$ cat config.mk
export PLATFORM = sky130hd
export DESIGN_NAME = instruction_fetch
export DESIGN_NICKNAME = d
export VERILOG_FILES = /design/src/rtl/arm_lp_pkg.sv /design/src/rtl/branch_target_calc.sv /design/src/rtl/instruction_fetch.sv
export SDC_FILE = /design/constraint.sdc
export NUM_CORES = 1
export LEC_CHECK = 0
export CORE_MARGIN = 3
export CORE_UTILIZATION = 54
export CTS_BUF_LIST = sky130_fd_sc_hd__clkbuf_8
export DETAILED_ROUTE_END_ITERATION = 8
export PLACE_DENSITY = 0.83
export SETUP_SLACK_MARGIN = 0.1
export SLEW_MARGIN = 15
export SYNTH_ARGS = -nofsm -noshare
export SYNTH_HDL_FRONTEND = slang
export SYNTH_SLANG_ARGS = --single-unit
$ cat constraint.sdc
create_clock -name clock -period 2.2 [get_ports clock]
set_input_delay 0.22 -clock clock [delete_from_list [all_inputs] [get_ports clock]]
set_output_delay 0.22 -clock clock [all_outputs]
set_load 0.005 [all_outputs]
$ cat src/rtl/arm_lp_pkg.sv
// Shared ARM-LP pipeline types and constants: instruction width, default
// address width, the NOP encoding and the fetch-stage state encoding.
package arm_lp_pkg;

  localparam int INSTR_WIDTH        = 32;
  localparam int DEFAULT_ADDR_WIDTH = 32;

  localparam logic [INSTR_WIDTH-1:0] NOP_INSTR = 32'h0000_0000;

  // FILL: nothing in flight or IF/ID just flushed; RUN: streaming;
  // HOLD: stalled with one response parked in the hold buffer.
  typedef enum logic [1:0] {
    FILL = 2'd0,
    RUN  = 2'd1,
    HOLD = 2'd2
  } fetch_state_e;

endpackage

$ cat src/rtl/branch_target_calc.sv
// Branch target adder: branch PC plus a sign-extended word offset scaled to bytes.
// Purely combinational; shared with the execute-stage branch unit.
module branch_target_calc #(
  parameter int ADDR_WIDTH = 32
) (
  input  logic [ADDR_WIDTH-1:0] branch_pc_i,
  input  logic [31:0]           branch_offset_i,
  output logic [ADDR_WIDTH-1:0] target_o
);

  logic [63:0]           offset_ext;
  logic [ADDR_WIDTH-1:0] offset_bytes;

  // Sign-extend before scaling so wide address spaces still see negative offsets.
  assign offset_ext   = {{32{branch_offset_i[31]}}, branch_offset_i} << 2;
  assign offset_bytes = offset_ext[ADDR_WIDTH-1:0];
  assign target_o     = branch_pc_i + offset_bytes;

endmodule

$ cat src/rtl/instruction_fetch.sv
// IF stage: PC register, 1-cycle synchronous imem interface, single-entry stall
// hold buffer and the IF/ID register. FETCH_PERF_COUNTERS_EN adds fetch/bubble counters.
module instruction_fetch
  import arm_lp_pkg::*;
#(
  parameter int                    ADDR_WIDTH = DEFAULT_ADDR_WIDTH,
  parameter logic [ADDR_WIDTH-1:0] RESET_PC   = '0
) (
  input  logic                   clock,
  input  logic                   resetN,
  input  logic                   stall,
  input  logic                   branchTaken,
  input  logic [ADDR_WIDTH-1:0]  branchPC,
  input  logic [31:0]            branchOffset,
  output logic [ADDR_WIDTH-1:0]  imemAddr,
  output logic                   imemReadEn,
  input  logic [INSTR_WIDTH-1:0] imemData,
  output logic [INSTR_WIDTH-1:0] instruction,
  output logic [ADDR_WIDTH-1:0]  instrPC,
  output logic                   instrValid
`ifdef FETCH_PERF_COUNTERS_EN
  ,
  output logic [31:0]            fetchCount,
  output logic [31:0]            bubbleCount
`endif
);

  logic [ADDR_WIDTH-1:0]  pc_q, pc_d;
  logic                   fetch_en_q, fetch_en_d;
  logic                   pend_vld_q, pend_vld_d;
  logic [ADDR_WIDTH-1:0]  pend_pc_q, pend_pc_d;
  logic                   hold_vld_q, hold_vld_d;
  logic [INSTR_WIDTH-1:0] hold_instr_q, hold_instr_d;
  logic [ADDR_WIDTH-1:0]  hold_pc_q, hold_pc_d;
  logic [INSTR_WIDTH-1:0] instr_q, instr_d;
  logic [ADDR_WIDTH-1:0]  instr_pc_q, instr_pc_d;
  logic                   instr_vld_q, instr_vld_d;
  fetch_state_e           state_q, state_d;

  logic [ADDR_WIDTH-1:0]  branch_target;
  logic                   read_en;

  branch_target_calc #(
    .ADDR_WIDTH (ADDR_WIDTH)
  ) u_branch_target_calc (
    .branch_pc_i     (branchPC),
    .branch_offset_i (branchOffset),
    .target_o        (branch_target)
  );

  assign read_en     = fetch_en_q & ~stall & ~branchTaken;
  assign imemReadEn  = read_en;
  assign imemAddr    = pc_q;
  assign instruction = instr_q;
  assign instrPC     = instr_pc_q;
  assign instrValid  = instr_vld_q;

  always_comb begin
    pc_d         = pc_q;
    fetch_en_d   = 1'b1;
    pend_vld_d   = read_en;
    pend_pc_d    = pend_pc_q;
    hold_vld_d   = hold_vld_q;
    hold_instr_d = hold_instr_q;
    hold_pc_d    = hold_pc_q;
    instr_d      = instr_q;
    instr_pc_d   = instr_pc_q;
    instr_vld_d  = instr_vld_q;
    state_d      = state_q;

    if (read_en) begin
      pc_d      = pc_q + ADDR_WIDTH'(4);
      pend_pc_d = pc_q;
    end

    if (branchTaken) begin
      // Redirect wins over stall; everything fetched down the old path is dropped.
      pc_d        = branch_target;
      instr_vld_d = 1'b0;
      instr_d     = NOP_INSTR;
      pend_vld_d  = 1'b0;
      hold_vld_d  = 1'b0;
      state_d     = FILL;
    end else if (stall) begin
      if (pend_vld_q) begin
        hold_instr_d = imemData;
        hold_pc_d    = pend_pc_q;
        hold_vld_d   = 1'b1;
        state_d      = HOLD;
      end
    end else if (hold_vld_q) begin
      instr_d     = hold_instr_q;
      instr_pc_d  = hold_pc_q;
      instr_vld_d = 1'b1;
      hold_vld_d  = 1'b0;
      state_d     = RUN;
    end else if (pend_vld_q) begin
      instr_d     = imemData;
      instr_pc_d  = pend_pc_q;
      instr_vld_d = 1'b1;
      state_d     = RUN;
    end else begin
      instr_vld_d = 1'b0;
      state_d     = FILL;
    end
  end

  always_ff @(posedge clock or negedge resetN) begin
    if (!resetN) begin
      pc_q         <= RESET_PC;
      fetch_en_q   <= 1'b0;
      pend_vld_q   <= 1'b0;
      pend_pc_q    <= '0;
      hold_vld_q   <= 1'b0;
      hold_instr_q <= NOP_INSTR;
      hold_pc_q    <= '0;
      instr_q      <= NOP_INSTR;
      instr_pc_q   <= '0;
      instr_vld_q  <= 1'b0;
      state_q      <= FILL;
    end else begin
      pc_q         <= pc_d;
      fetch_en_q   <= fetch_en_d;
      pend_vld_q   <= pend_vld_d;
      pend_pc_q    <= pend_pc_d;
      hold_vld_q   <= hold_vld_d;
      hold_instr_q <= hold_instr_d;
      hold_pc_q    <= hold_pc_d;
      instr_q      <= instr_d;
      instr_pc_q   <= instr_pc_d;
      instr_vld_q  <= instr_vld_d;
      state_q      <= state_d;
    end
  end

`ifdef FETCH_PERF_COUNTERS_EN
  logic [31:0] fetch_cnt_q, fetch_cnt_d;
  logic [31:0] bubble_cnt_q, bubble_cnt_d;
  logic        fetch_inc;
  logic        bubble_inc;

  // Mirrors the IF/ID load decisions above: a stalled edge loads nothing.
  assign fetch_inc  = ~branchTaken & ~stall & (hold_vld_q | pend_vld_q);
  assign bubble_inc = branchTaken | (~stall & ~hold_vld_q & ~pend_vld_q);

  always_comb begin
    fetch_cnt_d  = fetch_cnt_q;
    bubble_cnt_d = bubble_cnt_q;
    if (fetch_inc) begin
      fetch_cnt_d = fetch_cnt_q + 32'd1;
    end
    if (bubble_inc) begin
      bubble_cnt_d = bubble_cnt_q + 32'd1;
    end
  end

  always_ff @(posedge clock or negedge resetN) begin
    if (!resetN) begin
      fetch_cnt_q  <= '0;
      bubble_cnt_q <= '0;
    end else begin
      fetch_cnt_q  <= fetch_cnt_d;
      bubble_cnt_q <= bubble_cnt_d;
    end
  end

  assign fetchCount  = fetch_cnt_q;
  assign bubbleCount = bubble_cnt_q;
`endif

endmodule

==> results.toml <==
[status]
status = "completed"

[synth]
synth-xor-area-share_pct = 4.677
syn_avg_cell_area_um2 = 11.03
async_flop_share_pct = 100.0
syn_nets = 1014
yosysWarningCount = 0
synth_largest_area_cell = "dfrtp_1"
synth_compound_area_share_pct = 10.65
synth_top_area_share_pct = 50.37
synth-edff-count = 0
ys_seq_elements = 196
yosysSeqAreaShare_pct = 50.37
syn_area_mm2 = 0.009738
ys_types = 53
netlist_instances = 883
synth_area_leaders = "dfrtp_1 50%, mux2_2 11%, mux2i_1 7.1%, o21ai_0 4.6%, nand2_1 3.9%"
synthAdderAreaFrac_pct = 4.060
synthSimpleGateAreaFrac_pct = 9.624
synth_top_family_by_area = "multiplexers"
synth-main-ff-cell = "dfrtp_1"
muxShareOfSynthArea_pct = 18.42

[die]
initial_core_util_pct = 55.72
core_area_mm2 = 0.01748
die_h_um = 140.3
rows = 48
io-pin-count = 198
dieArea_mm2 = 0.01968
die_w_um = 140.3

[timing]
tightest_slew_ps = 1110
fin_worst_skew_ps = 7.912
max_freq_mhz = 480.3
hold_viol = 0
tns_ps = 0
setup_ws_ps = 117.8
rsz0062_at_grt = "true"
relSlewSlack_pct = 26.02
setup_viol = 0
timing.final.crit_share_pct = 94.65
slew_violations = 0
finalCriticalPeriod_ps = 2082

[cells_and_area]
num_antenna_cells = 0
layout_commonest_cell = "dfrtp_1"
drive_above_1_share_pct = 24.62
layout_common_cells = "195 x dfrtp_1, 178 x clkdlybuf4s50_1, 110 x buf_4"
final_nets = 1300
area_growth_pct = 37.14

[pwr]
seqPwrFrac_pct = 49.1
p_int_mw = 7.398
clockPowerShare_pct = 20.9
combinationalPowerShare_pct = 30.0
p_leak_nw = 5.777
ir_worst_vdd_mv = 0.4609
switchingPower_mw = 3.052
swShare_pct = 29.20
pwr_density_cell_mw_per_mm2 = 782.4

[placed_design]
port_buffers = 195
pre_cts_ws_ps = -681.9
post-dp-hpwl_um = 16890
gp_congestion = 0.8633

[critical_path]
path_cells = "and3_4 > and3_4 > nand3_4 > nor4b_4 > nand4_1 > xnor2_1 > nor2_1 > a21oi_1"
end_kind = "flop"
start_kind = "flop"
r2r_cells = 8
r2r_start = "imemAddr[22]"
worst-setup-path-type = "flop to flop"
cp.required_ps = 2530
crit_top_cell = "and3_4"
critPathMaxFanout = 3
critPathMaxStageDelay_ps = 380
timing.rr.end = "imemAddr[28]"
reg2reg_slack_ps = 120
slowest_stage = "dfrtp_1"
arrival_ps = 2410

[job]
cap_viol_max_count = 0

[global_route]
first_global_vias = 7750
grt_usage_pct = 23.83
grt.overflow.total = 0
grt_max_degree = 65
antenna_found_initial = 0
grt_pass1_wl_um = 38250

[clock_network]
cts_max_level = 4
clock-sinks = 196
clk_path_buf_depth = 2
root_buffer = "clkbuf_8"
clk_pin_slew_ps = 90
numCtsBuffers = 17
cts_tree = "done"
clock_latency_ps = 460

[hold_path]
min_path_type = "input port to flop"
min_path_cells = 4
hold_path_startpoint = "branchOffset[0]"
min_to = "imemAddr[2]"

[route]
wl_per_cell_um = 16.69
drc_errors = 0
ant_nets = 0
first_pass_iters = 5
drt-total-wl_um = 23480
routed_via_density = 5.460
dr.first_iter.drc_count = 369
vias = 7682
## worst max-delay path: cells and delay by family (launching register included)
family	cells	cell delay, ps
simple gates	6	1300
flops	1	380
xor+xnor	1	210
compound gates	1	50
## stage by stage
stage | instances | power, mW | area [um2] | hold slack [ps] | util [%]
detailed placement | 1365 | 8.223 | 12680 | 240.6 | 72.57
CTS | 1404 | 10.46 | 13230 | 211.4 | 75.69
global route | 1407 | 11.06 | 13360 | 141.7 | 76.42
finish | 1407 | 10.45 | 13360 | 140.3 | 76.42
floorplan | 883 | 6.507 | 9761 | -75.59 | -
global placement | 1365 | 8.053 | 12680 | 240.0 | 72.57
## state kept, by name, indices dropped and copies added, names as in the netlist
register and cells:
hold_instr_q 32, hold_pc_q 32, imemAddr 32, instrPC 32
instruction 32, pend_pc_q 32, fetch_en_q 1, hold_vld_q 1
instrValid 1, pend_vld_q 1
## per-layer routing
metal  vias up  routed length (um)  GRT usage, %
met5         -                   0             0
met4         0                 458         8.261
met3        35                1305         4.814
met2       230               11620         40.17
met1      3710               10100         30.81
li1       3707                   -             -
## cell usage after synthesis (3+ instances only)
cell,instances
mux2_2,98
o22ai_1,5
nor2_1,40
clkbuf_1,35
xor2_1,11
nand4_1,11
mux2i_1,69
nor2b_1,6
ha_1,30
o21bai_1,4
nand2_1,102
buf_1,7
a21o_1,9
a211oi_1,9
dfrtp_1,196
nand3_1,15
inv_1,10
o211ai_1,3
nand2b_1,6
xnor2_1,41
nor3_1,6
and3_1,5
o21ai_0,90
a21oi_1,36
## power groups by stage
| stage | clock network [mW] | registers [mW] | logic [mW] |
|---|---|---|---|
| 3_5_place_dp | 0 | 5.19 | 3.04 |
| 5_1_grt | 2.38 | 5.25 | 3.42 |
| 3_3_place_gp | 0 | 5.11 | 2.95 |
| 2_1_floorplan | 0 | 5.08 | 1.43 |
| 4_1_cts | 2.23 | 5.12 | 3.11 |
| 6_report | 2.18 | 5.13 | 3.13 |
## worst max path at each step
| stage | from | endpoint | slack [ps] | depth (start not counted) |
|---|---|---|---|---|
| 3_3_place_gp | branchPC[2] | imemAddr[28] | -610 | 11 |
| 6_report | imemAddr[22] | imemAddr[28] | 120 | 8 |
| 2_1_floorplan | branchPC[2] | imemAddr[20] | 50 | 9 |
| 3_5_place_dp | branchPC[2] | imemAddr[28] | -680 | 11 |
| 5_1_grt | imemAddr[22] | imemAddr[28] | -30 | 8 |
| 4_1_cts | branchPC[2] | imemAddr[28] | 80 | 11 |
## what timing repair did
action	in CTS	in global routing
cloned	0	0
hold buffers	1	0
endpoints found under the setup margin	18	15
pin swaps	26	26
buffers inserted	6	3
endpoints found under the hold margin	57	0
gates resized for setup	36	27
## kinds of logic after synthesis
logic type | Yosys count
adders and majority gates | 31
AOI/OAI and AO/OA | 178
other | 1
buffers and inverters | 54
and+or+nand+nor | 204
muxes | 167
xor gates and xnor gates | 52
DFF | 196
## final cells by class
type	instances	area, um2
Clock buffer	21	289.0
Clock inverter	11	86.33
Fill cell	1139	4121
Inverter	10	37.54
Multi-Input combinational cell	633	4881
Sequential cell	196	4908
Tap cell	225	281.5
Timing Repair Buffer	311	2872
(Power assumes the default switching activity.)
